$ cat src/rtl/fft_ctrl_pkg.sv
// rtl/fft_ctrl_pkg.sv - shared types and defaults for the FFT frame sequencer
package fft_ctrl_pkg;

    localparam int BUF_AW_DEF    = 10;
    localparam int FRAME_LEN_DEF = 256;
    localparam int DW_DEF        = 32;

    typedef enum logic [2:0] {
        ST_IDLE  = 3'd0,
        ST_FEED  = 3'd1,
        ST_DRAIN = 3'd2,
        ST_NEXT  = 3'd3,
        ST_DONE  = 3'd4
    } state_t;

    typedef struct packed {
        logic [BUF_AW_DEF-1:0] base;
        logic [BUF_AW_DEF-1:0] hop;
        logic [7:0]            frames;
        logic                  win;
        logic [7:0]            n_need;
        logic [3:0]            scale;
    } cfg_t;

    // A frame count of zero still runs one frame.
    function automatic logic [7:0] frames_eff(input logic [7:0] frames);
        return (frames == 8'd0) ? 8'd1 : frames;
    endfunction

endpackage

$ cat src/rtl/fft_frame_ctrl_if.sv
// rtl/fft_frame_ctrl_if.sv - sample RAM, pipeline input/result and forwarded result signals
interface fft_frame_ctrl_if #(
    parameter int BUF_AW = fft_ctrl_pkg::BUF_AW_DEF,
    parameter int DW     = fft_ctrl_pkg::DW_DEF
);
    logic              smp_rd_en;
    logic [BUF_AW-1:0] smp_addr;
    logic [DW-1:0]     smp_rdata;

    logic [DW-1:0]     fft_data;
    logic              fft_valid;
    logic              fft_ready;
    logic              fft_win;
    logic [7:0]        fft_n_need;
    logic [3:0]        fft_scale;

    logic [DW-1:0]     res_data;
    logic              res_valid;
    logic              res_last;
    logic              res_ready;

    logic [DW-1:0]     out_data;
    logic              out_valid;
    logic              out_last;
    logic              out_ready;

    modport master (
        output smp_rd_en, smp_addr,
        input  smp_rdata,
        output fft_data, fft_valid, fft_win, fft_n_need, fft_scale,
        input  fft_ready,
        input  res_data, res_valid, res_last,
        output res_ready,
        output out_data, out_valid, out_last,
        input  out_ready
    );

    modport slave (
        input  smp_rd_en, smp_addr,
        output smp_rdata,
        input  fft_data, fft_valid, fft_win, fft_n_need, fft_scale,
        output fft_ready,
        output res_data, res_valid, res_last,
        input  res_ready,
        input  out_data, out_valid, out_last,
        output out_ready
    );
endinterface

$ cat src/rtl/fft_skid_fifo2.sv
// rtl/fft_skid_fifo2.sv - 2-entry FIFO absorbing the one-cycle RAM read latency
module fft_skid_fifo2
    import fft_ctrl_pkg::*;
#(
    parameter int DW = DW_DEF
) (
    input  logic          i_clk,
    input  logic          i_rst_n,
    input  logic          i_flush,
    input  logic          i_push,
    input  logic [DW-1:0] i_push_data,
    input  logic          i_pop,
    output logic [DW-1:0] o_head,
    output logic [1:0]    o_count
);
    logic [DW-1:0] r_mem [2];
    logic          r_wr_ptr;
    logic          r_rd_ptr;
    logic [1:0]    r_count;

    // Caller never pushes when full nor pops when empty; flush overrides both.
    always_ff @(posedge i_clk or negedge i_rst_n) begin
        if (!i_rst_n) begin
            for (int i = 0; i < 2; i++) r_mem[i] <= '0;
            r_wr_ptr <= 1'b0;
            r_rd_ptr <= 1'b0;
            r_count  <= 2'd0;
        end else if (i_flush) begin
            r_wr_ptr <= 1'b0;
            r_rd_ptr <= 1'b0;
            r_count  <= 2'd0;
        end else begin
            if (i_push) begin
                r_mem[r_wr_ptr] <= i_push_data;
                r_wr_ptr        <= ~r_wr_ptr;
            end
            if (i_pop) r_rd_ptr <= ~r_rd_ptr;
            r_count <= r_count + {1'b0, i_push} - {1'b0, i_pop};
        end
    end

    assign o_head  = r_mem[r_rd_ptr];
    assign o_count = r_count;
endmodule

$ cat src/rtl/fft_frame_ctrl.sv
// rtl/fft_frame_ctrl.sv - frame sequencer feeding the window/FFT pipeline from a circular sample RAM
module fft_frame_ctrl
    import fft_ctrl_pkg::*;
#(
    parameter int BUF_AW    = BUF_AW_DEF,
    parameter int FRAME_LEN = FRAME_LEN_DEF,
    parameter int DW        = DW_DEF
) (
    input  logic              i_hclk,
    input  logic              i_rst_n,
    input  logic              i_start,
    input  logic              i_abort,
    input  logic [BUF_AW-1:0] i_cfg_base,
    input  logic [BUF_AW-1:0] i_cfg_hop,
    input  logic [7:0]        i_cfg_frames,
    input  logic              i_cfg_win,
    input  logic [7:0]        i_cfg_n_need,
    input  logic [3:0]        i_cfg_scale,
    output logic              o_busy,
    output logic              o_done,
    output logic              o_err,
    output logic [7:0]        o_frame_idx,
    fft_frame_ctrl_if.master  m_if
);
    localparam int            CW    = $clog2(FRAME_LEN + 1);
    localparam logic [CW-1:0] LEN_C = CW'(FRAME_LEN);

    state_t        r_state, w_state_nxt;
    cfg_t          r_cfg;
    logic [CW-1:0] r_issued;
    logic [CW-1:0] r_accepted;
    logic          r_inflight;
    logic [7:0]    r_frame_idx;
    logic [15:0]   r_beats;
    logic          r_done;
    logic          r_err;

    logic [DW-1:0] w_head;
    logic [1:0]    w_fifo_count;
    logic [1:0]    w_occ;
    logic          w_busy;
    logic          w_pop;
    logic          w_rd_en;
    logic          w_res_ready;
    logic          w_res_acc;
    logic          w_close;
    logic          w_frames_left;
    logic [15:0]   w_beats_inc;

    assign w_busy      = (r_state != ST_IDLE);
    assign w_pop       = (w_fifo_count != 2'd0) && m_if.fft_ready;
    // Slots freed by this cycle's pop are reusable at once, keeping 1 sample/cycle.
    assign w_occ       = w_fifo_count - {1'b0, w_pop} + {1'b0, r_inflight};
    assign w_rd_en     = (r_state == ST_FEED) && (w_occ < 2'd2) && (r_issued < LEN_C);
    assign w_res_ready = m_if.out_ready && w_busy;
    assign w_res_acc   = m_if.res_valid && w_res_ready;
    assign w_close     = w_res_acc && m_if.res_last;
    assign w_beats_inc = r_beats + 16'd1;
    assign w_frames_left = ({1'b0, r_frame_idx} + 9'd1) < {1'b0, frames_eff(r_cfg.frames)};

    fft_skid_fifo2 #(.DW(DW)) u_skid (
        .i_clk       (i_hclk),
        .i_rst_n     (i_rst_n),
        .i_flush     (i_abort),
        .i_push      (r_inflight),
        .i_push_data (m_if.smp_rdata),
        .i_pop       (w_pop),
        .o_head      (w_head),
        .o_count     (w_fifo_count)
    );

    always_comb begin
        w_state_nxt = r_state;
        case (r_state)
            ST_IDLE:  if (i_start) w_state_nxt = ST_FEED;
            ST_FEED:  if (w_pop && (r_accepted == LEN_C - CW'(1))) w_state_nxt = ST_DRAIN;
            ST_DRAIN: if (w_close) w_state_nxt = w_frames_left ? ST_NEXT : ST_DONE;
            ST_NEXT:  w_state_nxt = ST_FEED;
            ST_DONE:  w_state_nxt = ST_IDLE;
            default:  w_state_nxt = ST_IDLE;
        endcase
        if (i_abort) w_state_nxt = ST_IDLE;
    end

    always_ff @(posedge i_hclk or negedge i_rst_n) begin
        if (!i_rst_n) begin
            r_state     <= ST_IDLE;
            r_cfg       <= '0;
            r_issued    <= '0;
            r_accepted  <= '0;
            r_inflight  <= 1'b0;
            r_frame_idx <= 8'd0;
            r_beats     <= 16'd0;
            r_done      <= 1'b0;
            r_err       <= 1'b0;
        end else begin
            r_state    <= w_state_nxt;
            // A read issued in the abort cycle must not land in the flushed FIFO.
            r_inflight <= w_rd_en && !i_abort;
            if (i_abort) begin
                r_issued   <= '0;
                r_accepted <= '0;
                r_beats    <= 16'd0;
            end else begin
                case (r_state)
                    ST_IDLE: if (i_start) begin
                        r_cfg       <= '{base:   BUF_AW_DEF'(i_cfg_base),
                                         hop:    BUF_AW_DEF'(i_cfg_hop),
                                         frames: i_cfg_frames,
                                         win:    i_cfg_win,
                                         n_need: i_cfg_n_need,
                                         scale:  i_cfg_scale};
                        r_frame_idx <= 8'd0;
                        r_done      <= 1'b0;
                        r_err       <= 1'b0;
                        r_issued    <= '0;
                        r_accepted  <= '0;
                        r_beats     <= 16'd0;
                    end
                    ST_NEXT: begin
                        r_cfg.base  <= r_cfg.base + r_cfg.hop;
                        r_frame_idx <= r_frame_idx + 8'd1;
                        r_issued    <= '0;
                        r_accepted  <= '0;
                    end
                    ST_DONE: r_done <= 1'b1;
                    default: ;
                endcase
                if (w_rd_en) r_issued <= r_issued + CW'(1);
                if (w_pop && (r_state == ST_FEED)) r_accepted <= r_accepted + CW'(1);
                if (w_res_acc) begin
                    if (m_if.res_last) begin
                        r_beats <= 16'd0;
                        // A last while samples are still being fed is always an error.
                        if ((r_state == ST_FEED) || (w_beats_inc != {8'd0, r_cfg.n_need}))
                            r_err <= 1'b1;
                    end else begin
                        r_beats <= w_beats_inc;
                    end
                end
            end
        end
    end

    assign m_if.smp_rd_en  = w_rd_en;
    assign m_if.smp_addr   = BUF_AW'(r_cfg.base) + BUF_AW'(r_issued);
    assign m_if.fft_data   = w_head;
    assign m_if.fft_valid  = (w_fifo_count != 2'd0);
    assign m_if.fft_win    = r_cfg.win;
    assign m_if.fft_n_need = r_cfg.n_need;
    assign m_if.fft_scale  = r_cfg.scale;
    assign m_if.res_ready  = w_res_ready;
    assign m_if.out_data   = m_if.res_data;
    assign m_if.out_valid  = m_if.res_valid && w_busy;
    assign m_if.out_last   = m_if.res_last;

    assign o_busy      = w_busy;
    assign o_done      = r_done;
    assign o_err       = r_err;
    assign o_frame_idx = r_frame_idx;
endmodule

$ cat src/flat_wrapper.sv
// flat-port wrapper written by rule: the top's interface ports become plain ports
module fft_frame_ctrl_flat import fft_ctrl_pkg::*;
#(
    parameter int BUF_AW    = BUF_AW_DEF,
    parameter int FRAME_LEN = FRAME_LEN_DEF,
    parameter int DW        = DW_DEF
)
  (i_hclk, i_rst_n, i_start, i_abort, i_cfg_base, i_cfg_hop, i_cfg_frames, i_cfg_win, i_cfg_n_need, i_cfg_scale, o_busy, o_done, o_err, o_frame_idx, m_if_smp_rd_en, m_if_smp_addr, m_if_smp_rdata, m_if_fft_data, m_if_fft_valid, m_if_fft_win, m_if_fft_n_need, m_if_fft_scale, m_if_fft_ready, m_if_res_data, m_if_res_valid, m_if_res_last, m_if_res_ready, m_if_out_data, m_if_out_valid, m_if_out_last, m_if_out_ready);
  fft_frame_ctrl_if #(.BUF_AW(BUF_AW), .DW(DW)) m_if_i ();
  input  logic i_hclk;
  input  logic i_rst_n;
  input  logic i_start;
  input  logic i_abort;
  input  logic [BUF_AW-1:0] i_cfg_base;
  input  logic [BUF_AW-1:0] i_cfg_hop;
  input  logic [7:0] i_cfg_frames;
  input  logic i_cfg_win;
  input  logic [7:0] i_cfg_n_need;
  input  logic [3:0] i_cfg_scale;
  output logic o_busy;
  output logic o_done;
  output logic o_err;
  output logic [7:0] o_frame_idx;
  output wire logic [$bits(m_if_i.smp_rd_en)-1:0] m_if_smp_rd_en;
  output wire logic [$bits(m_if_i.smp_addr)-1:0] m_if_smp_addr;
  input wire logic [$bits(m_if_i.smp_rdata)-1:0] m_if_smp_rdata;
  output wire logic [$bits(m_if_i.fft_data)-1:0] m_if_fft_data;
  output wire logic [$bits(m_if_i.fft_valid)-1:0] m_if_fft_valid;
  output wire logic [$bits(m_if_i.fft_win)-1:0] m_if_fft_win;
  output wire logic [$bits(m_if_i.fft_n_need)-1:0] m_if_fft_n_need;
  output wire logic [$bits(m_if_i.fft_scale)-1:0] m_if_fft_scale;
  input wire logic [$bits(m_if_i.fft_ready)-1:0] m_if_fft_ready;
  input wire logic [$bits(m_if_i.res_data)-1:0] m_if_res_data;
  input wire logic [$bits(m_if_i.res_valid)-1:0] m_if_res_valid;
  input wire logic [$bits(m_if_i.res_last)-1:0] m_if_res_last;
  output wire logic [$bits(m_if_i.res_ready)-1:0] m_if_res_ready;
  output wire logic [$bits(m_if_i.out_data)-1:0] m_if_out_data;
  output wire logic [$bits(m_if_i.out_valid)-1:0] m_if_out_valid;
  output wire logic [$bits(m_if_i.out_last)-1:0] m_if_out_last;
  input wire logic [$bits(m_if_i.out_ready)-1:0] m_if_out_ready;
  assign m_if_smp_rd_en = m_if_i.smp_rd_en;
  assign m_if_smp_addr = m_if_i.smp_addr;
  assign m_if_i.smp_rdata = m_if_smp_rdata;
  assign m_if_fft_data = m_if_i.fft_data;
  assign m_if_fft_valid = m_if_i.fft_valid;
  assign m_if_fft_win = m_if_i.fft_win;
  assign m_if_fft_n_need = m_if_i.fft_n_need;
  assign m_if_fft_scale = m_if_i.fft_scale;
  assign m_if_i.fft_ready = m_if_fft_ready;
  assign m_if_i.res_data = m_if_res_data;
  assign m_if_i.res_valid = m_if_res_valid;
  assign m_if_i.res_last = m_if_res_last;
  assign m_if_res_ready = m_if_i.res_ready;
  assign m_if_out_data = m_if_i.out_data;
  assign m_if_out_valid = m_if_i.out_valid;
  assign m_if_out_last = m_if_i.out_last;
  assign m_if_i.out_ready = m_if_out_ready;
  fft_frame_ctrl #(.BUF_AW(BUF_AW), .FRAME_LEN(FRAME_LEN), .DW(DW)) u_core (.i_hclk(i_hclk), .i_rst_n(i_rst_n), .i_start(i_start), .i_abort(i_abort), .i_cfg_base(i_cfg_base), .i_cfg_hop(i_cfg_hop), .i_cfg_frames(i_cfg_frames), .i_cfg_win(i_cfg_win), .i_cfg_n_need(i_cfg_n_need), .i_cfg_scale(i_cfg_scale), .o_busy(o_busy), .o_done(o_done), .o_err(o_err), .o_frame_idx(o_frame_idx), .m_if(m_if_i));
endmodule
$ cat config.mk
export PLATFORM = sky130hd
export DESIGN_NAME = fft_frame_ctrl_flat
export DESIGN_NICKNAME = d
export VERILOG_FILES = /design/src/rtl/fft_ctrl_pkg.sv /design/src/rtl/fft_frame_ctrl_if.sv /design/src/rtl/fft_skid_fifo2.sv /design/src/rtl/fft_frame_ctrl.sv /design/src/flat_wrapper.sv
export SDC_FILE = /design/constraint.sdc
export NUM_CORES = 1
export LEC_CHECK = 0
export ABC_AREA = 1
export CAP_MARGIN = 20
export CELL_PAD_IN_SITES_DETAIL_PLACEMENT = 1
export CELL_PAD_IN_SITES_GLOBAL_PLACEMENT = 1
export CORE_MARGIN = 2
export CORE_UTILIZATION = 37
export DETAILED_ROUTE_END_ITERATION = 12
export PLACE_DENSITY_LB_ADDON = 0.1
export REMOVE_ABC_BUFFERS = 1
export SKIP_CTS_REPAIR_TIMING = 1
export SYNTH_ARGS = -nofsm -noshare
export SYNTH_HDL_FRONTEND = slang
export SYNTH_HIERARCHICAL = 1
export SYNTH_SLANG_ARGS = --single-unit
$ cat constraint.sdc
create_clock -name i_hclk -period 2.85 [get_ports i_hclk]
set_clock_uncertainty 0.1 [all_clocks]
set_input_delay 0.4275 -clock i_hclk [delete_from_list [all_inputs] [get_ports i_hclk]]
set_output_delay 0.4275 -clock i_hclk [all_outputs]
set_load 0.02 [all_outputs]
## After elaboration in Yosys (flattened, before gate mapping)

Cells that the tools add are included.

- Memory bits (writable): 0
- Logic and storage cells: 126
- Bits in read-only memories: 0
- Latch bits: 0
- Memories: 0
- Register bits: 157

- Equality and inequality tests: 12
- $add $sub $neg: 11
- Bitwise gates (word level): 5
- Divide/modulo/power cells: 0
- $mul: 0
- Muxes and demuxes: 40
- Reduce and logical (&&, ||, !) cells: 33
- Magnitude comparators: 6
- Shift-type cells: 0

Operator list:

| cell | count |
|---|---|
| 2-to-1 mux 32 bit | 4 |
| 2-to-1 mux 16 bit | 5 |
| bitwise mux 64 bit | 1 |
| 2-to-1 mux 9 bit | 5 |
| 2-to-1 mux 41 bit | 1 |
| demux 32 bit (select 1 bit) | 1 |
| case mux 10 bit (2 select lines) | 1 |
| adder 9 x 1 -> 9 bit, second input constant | 2 |
| case mux 9 bit (2 select lines) | 1 |
| adder 16 x 1 -> 16 bit, second input constant | 1 |
| 2-to-1 mux 8 bit | 2 |
| != test 16 x 8 -> 1 bit | 1 |
| case mux 8 bit (2 select lines) | 1 |
| 2-to-1 mux 3 bit | 5 |
| case mux 3 bit (4 select lines) | 1 |
| AND reduction 3 bit | 4 |
| logical AND 1 bit | 11 |
| adder 10 bit | 1 |
| adder 10 x 9 -> 10 bit | 1 |
| 2-to-1 mux 1 bit | 10 |
| nonzero test 2 bit | 5 |
| adder 8 x 1 -> 9 bit, second input constant | 1 |
| equality test 9 x 8 -> 1 bit, second input constant | 1 |
| less-than comparator 9 x 8 -> 1 bit | 1 |
| 25 further kinds | 40 |

## Longest topological paths before layout

- Word-level depth: 9
- Mapped depth: 15
- Gate-level depth less buffers: 15

## Cells and area by module

The synthesis kept the hierarchy.

Modules (own cells, without submodules):

| module | seq. area each (um^2) | times used | area an instance (um^2) | cells an instance |
|---|---|---|---|---|
| fft_frame_ctrl | 2227.1 | 1 | 5905.7 | 740 |
| fft_skid_fifo2 | 1701.6 | 1 | 3103.0 | 299 |

## Worst setup path after synthesis

No wires, ideal clock.

- Path kind: flip-flop to output port
- Start: register u_core.r_issued[0]
- End: output m_if_smp_addr[6]
- Slack: 0.347 ns
- Buffers on the path: 0
- Cell stages (with the launch flop): 8
- Data arrival time: 1.976 ns
- Path through: dfrtp_1 ha_1 inv_1 fa_1 o21ai_0 a21oi_1 o21ai_0 xor2_1

- Word-level cells in the longest chain between the ends: 1

RTL lines:

| what | line | RTL |
|---|---|---|
| start: declaration | fft_frame_ctrl.sv:30 | `logic [CW-1:0] r_issued;` |
| start signal: assignment | fft_frame_ctrl.sv:129 | `if (w_rd_en) r_issued <= r_issued + CW'(1);` |
| adder 10 x 9 -> 10 bit | fft_frame_ctrl.sv:146 | `assign m_if.smp_addr = BUF_AW'(r_cfg.base) + BUF_AW'(r_issued);` |
| end: declaration | flat_wrapper.sv:25 | `output wire logic [$bits(m_if_i.smp_addr)-1:0] m_if_smp_addr;` |

No other way between the ends.

## Worst setup path after layout

- Start: register u_core/r_cfg[31] in the netlist's numbering
- End: output m_if_smp_addr[1]

- Word-level cells in the longest chain between the ends: 1

RTL lines:

| what | line | RTL |
|---|---|---|
| start: declaration | fft_frame_ctrl.sv:29 | `cfg_t r_cfg;` |
| start signal: assignment | fft_frame_ctrl.sv:107 | `r_cfg <= '{base: BUF_AW_DEF'(i_cfg_base),` |
| adder 10 x 9 -> 10 bit | fft_frame_ctrl.sv:146 |  |

No other way between the ends.

==> flow_metrics.tcl <==
set metrics [dict create \
    pwr-share-clk_pct 22.3 \
    fin_util_pct 46.8 \
    yosys.area_share.simple_pct 18.4 \
    worstSetupEndpointType "primary output" \
    async_reset_ff_share_pct 100 \
    synth.area.mux_share_pct 5.75 \
    grt_pass1_wl_um 41100 \
    overflow 0 \
    synthDistinctLibCells 55 \
    status "finished clean" \
    tritoncts "yes" \
    insertedDiodeCount 0 \
    netSwitchingPower_mw 4.33 \
    rrSetupSlack_ns 0.32 \
    synth_top_family_by_area "simple AND/OR/NAND/NOR gates" \
    critPathCapture "m_if_smp_addr[1]" \
    cts-root-buf "clkbuf_16" \
    yosysSeqAreaShare_pct 43.6 \
    grt_pass1_vias 7820 \
    p_int_mw 6.58 \
    r2r_cells 15 \
    max_freq_mhz 363 \
    finalPower_mw 10.9 \
    synthFlopType "dfrtp_1" \
    finalWirelength_um 24900 \
    dp_hpwl_um 18300 \
    post-route-period-util_pct 96.8 \
    areaGrowthSynthToFinish_pct 25.3 \
    cp_max_fo 2 \
    ctsLongestPathBuffers 2 \
    synth_compound_area_share_pct 12.7 \
    dr.pass1.iters 5 \
    synth_fa_ha_area_share_pct 5.03 \
    worstSetupStartpointType "flip-flop" \
    core_mm2 0.0241 \
    tightest_slew_ns 0.655 \
    synth_cells 1039 \
    crit_start "u_core/r_cfg[31]" \
    drt-vias-per-instance 4.86 \
    drt-initial-drc-count 354 \
    ioPinCount 216 \
    drive_gt1_share_pct 14.9 \
    die_h_um 160 \
    cts_made_buffers 17 \
    min_period_ns 2.76 \
    synthXorXnorAreaFrac_pct 2.63 \
    finalHoldViolations 0 \
    seqPwrFrac_pct 31.8 \
    clkSinkCount 157 \
    p_leak_nw 5.31 \
    power_frac_comb_pct 45.8 \
    antenna_found_initial 0 \
    syn_area_per_cell_um2 8.67 \
    drv_slew 0 \
    peakVddDrop_uv 442 \
    clock_latency_ns 0.43 \
    die_area_mm2 0.0256 \
    yosys_warnings 6 \
    swShare_pct 39.7 \
    die_x_um 160 \
    rows 57 \
    grtUsageTotal_pct 20.0 \
    power_density_mw_per_mm2 967 \
    rsz0062_at_grt "true" \
    crit_type "flip-flop to primary output" \
    rr_startpoint "u_core/o_frame_idx[1]" \
    syn_area_mm2 0.00901 \
    grt_max_degree 66 \
    drc 0 \
    r2r_end "u_core/r_state[0]" \
    maxCapViolCount 0 \
    worstPathArrival_ns 2.23 \
    synth_edf_count 0 \
    ys_ff_latch 157 \
    hp-class "input pin to async pin" \
    wl_per_cell_um 16.6 \
    vias 7316 \
    h-tree-depth 4 \
    clk_transition_reported_paths_ns 0.07 \
    start_util_pct 37.4 \
    drt.antenna.violating_nets 0 \
    place.gp.congestion 0.788 \
    layout.nets 1316 \
    required_ns 2.32 \
    setup_viol 0 \
    port_buffers 151 \
    maxSlewHeadroom_pct 56.3 \
]
Yosys cell counts (7+ instances only):
master,count,area share [%]
mux2_2,46,5.8
nand3_1,53,2.9
inv_1,128,5.3
nor2_1,60,2.5
dfrtp_1,157,44
buf_4,47,3.9
o21ai_2,23,2.2
nand2_2,7,0.49
buf_6,10,1.3
o21ai_1,11,0.61
nand2_1,218,9.1
nand4_1,12,0.83
xor2_1,22,2.1
a21oi_1,56,3.1
buf_2,8,0.44
o21ai_0,66,3.7
o22ai_1,14,0.97
ha_1,33,4.6
area by class of cell:
cell class / count / area (um2)
flip-flops and latches: 157 / 3930
well taps: 324 / 405
fillers: 2861 / 12800
inverters: 134 / 508
clock buffers: 17 / 425
multi-input cells: 675 / 4030
repair buffers: 183 / 1800
clock inverters: 15 / 195
logic make-up after synthesis:
group                    Yosys count
flip-flops                       157
AO/OA/AOI/OAI                    191
multiplexers                      46
buffers and inverters            207
AND/OR/NAND/NOR                  376
XOR/XNOR                          27
adder cells (fa/ha/maj)           35
flip-flops by register name, indices dropped and copies added, names as in the netlist, 3 cells and up:
| signal | flops |
|---|---|
| u_core/o_frame_idx | 8 |
| u_core/r_accepted | 9 |
| u_core/m_if.fft_n_need | 8 |
| u_core/r_issued | 9 |
| u_core/r_cfg | 28 |
| u_core/r_beats | 16 |
| u_core/u_skid/r_mem | 64 |
| u_core/m_if.fft_scale | 4 |
| u_core/r_state | 3 |
worst min-delay path by stage:
stage | start | endpoint | slack (ns)
final | i_rst_n | u_core/m_if.fft_scale[3] | 0.37
after global routing | i_rst_n | u_core/m_if.fft_scale[3] | 0.37
after CTS | i_rst_n | u_core/m_if.fft_scale[3] | -0.22
after detailed placement | i_rst_n | u_core/m_if.fft_scale[3] | 0.25
after global placement | i_rst_n | u_core/m_if.fft_scale[3] | 0.25
after floorplan | i_rst_n | u_core/m_if.fft_n_need[0] | 0.03
routing by layer:
layer	global-route usage [%]	vias to the layer above	part of all wire [%]
met1	27.0	3538	48
li1	-	3604	-
met3	7.12	7	6.5
met5	1.70	-	0
met4	3.64	0	0.50
met2	31.2	167	45
power by group through the flow:
stage | clock, mW | sequential [mW] | combinational, mW
detailed placement | 0 | 3.52 | 5.05
global route | 2.60 | 3.59 | 5.54
CTS | 2.52 | 3.49 | 5.09
floorplan | 0 | 3.54 | 2.94
finish | 2.44 | 3.47 | 5.00
global placement | 0 | 3.47 | 4.99
critical path, cell delays in order, from the launching register on:
cell             delay [ns]
dfrtp_1                0.38
ha_1                   0.21
inv_1                  0.10
fa_2                   0.45
inv_1                  0.07
clkdlybuf4s50_1        0.59
metrics by stage:
stage          hold WS, ns  area, um2  worst slack, ns  instances  setup TNS (ns)
2_1_floorplan       0.0319       8440            0.247        966               0
3_3_place_gp         0.246      10600        -0.000246       1471       -0.000246
3_5_place_dp         0.248      10600          -0.0508       1471         -0.0508
4_1_cts             -0.222      11300           -0.522       1503           -2.86
5_1_grt              0.375      11300          -0.0806       1505         -0.0806
6_report             0.366      11300           0.0915       1505               0
cells in the final DEF (no fill, tap or decap), types with 14 or more instances in the layout:
master | Yosys | layout
o22ai_1 | 14 | 14
nand3_1 | 53 | 52
nor2_1 | 60 | 60
dfrtp_1 | 157 | 157
o21ai_2 | 23 | 24
buf_4 | 47 | 29
ha_1 | 33 | 32
xor2_1 | 22 | 22
clkbuf_16 | 0 | 17
nand2_1 | 218 | 217
clkdlybuf4s50_1 | 0 | 141
inv_1 | 128 | 128
mux2_2 | 46 | 46
o21ai_0 | 66 | 64
a21oi_1 | 56 | 55
No activity file was read; power rests on OpenSTA's default activity.
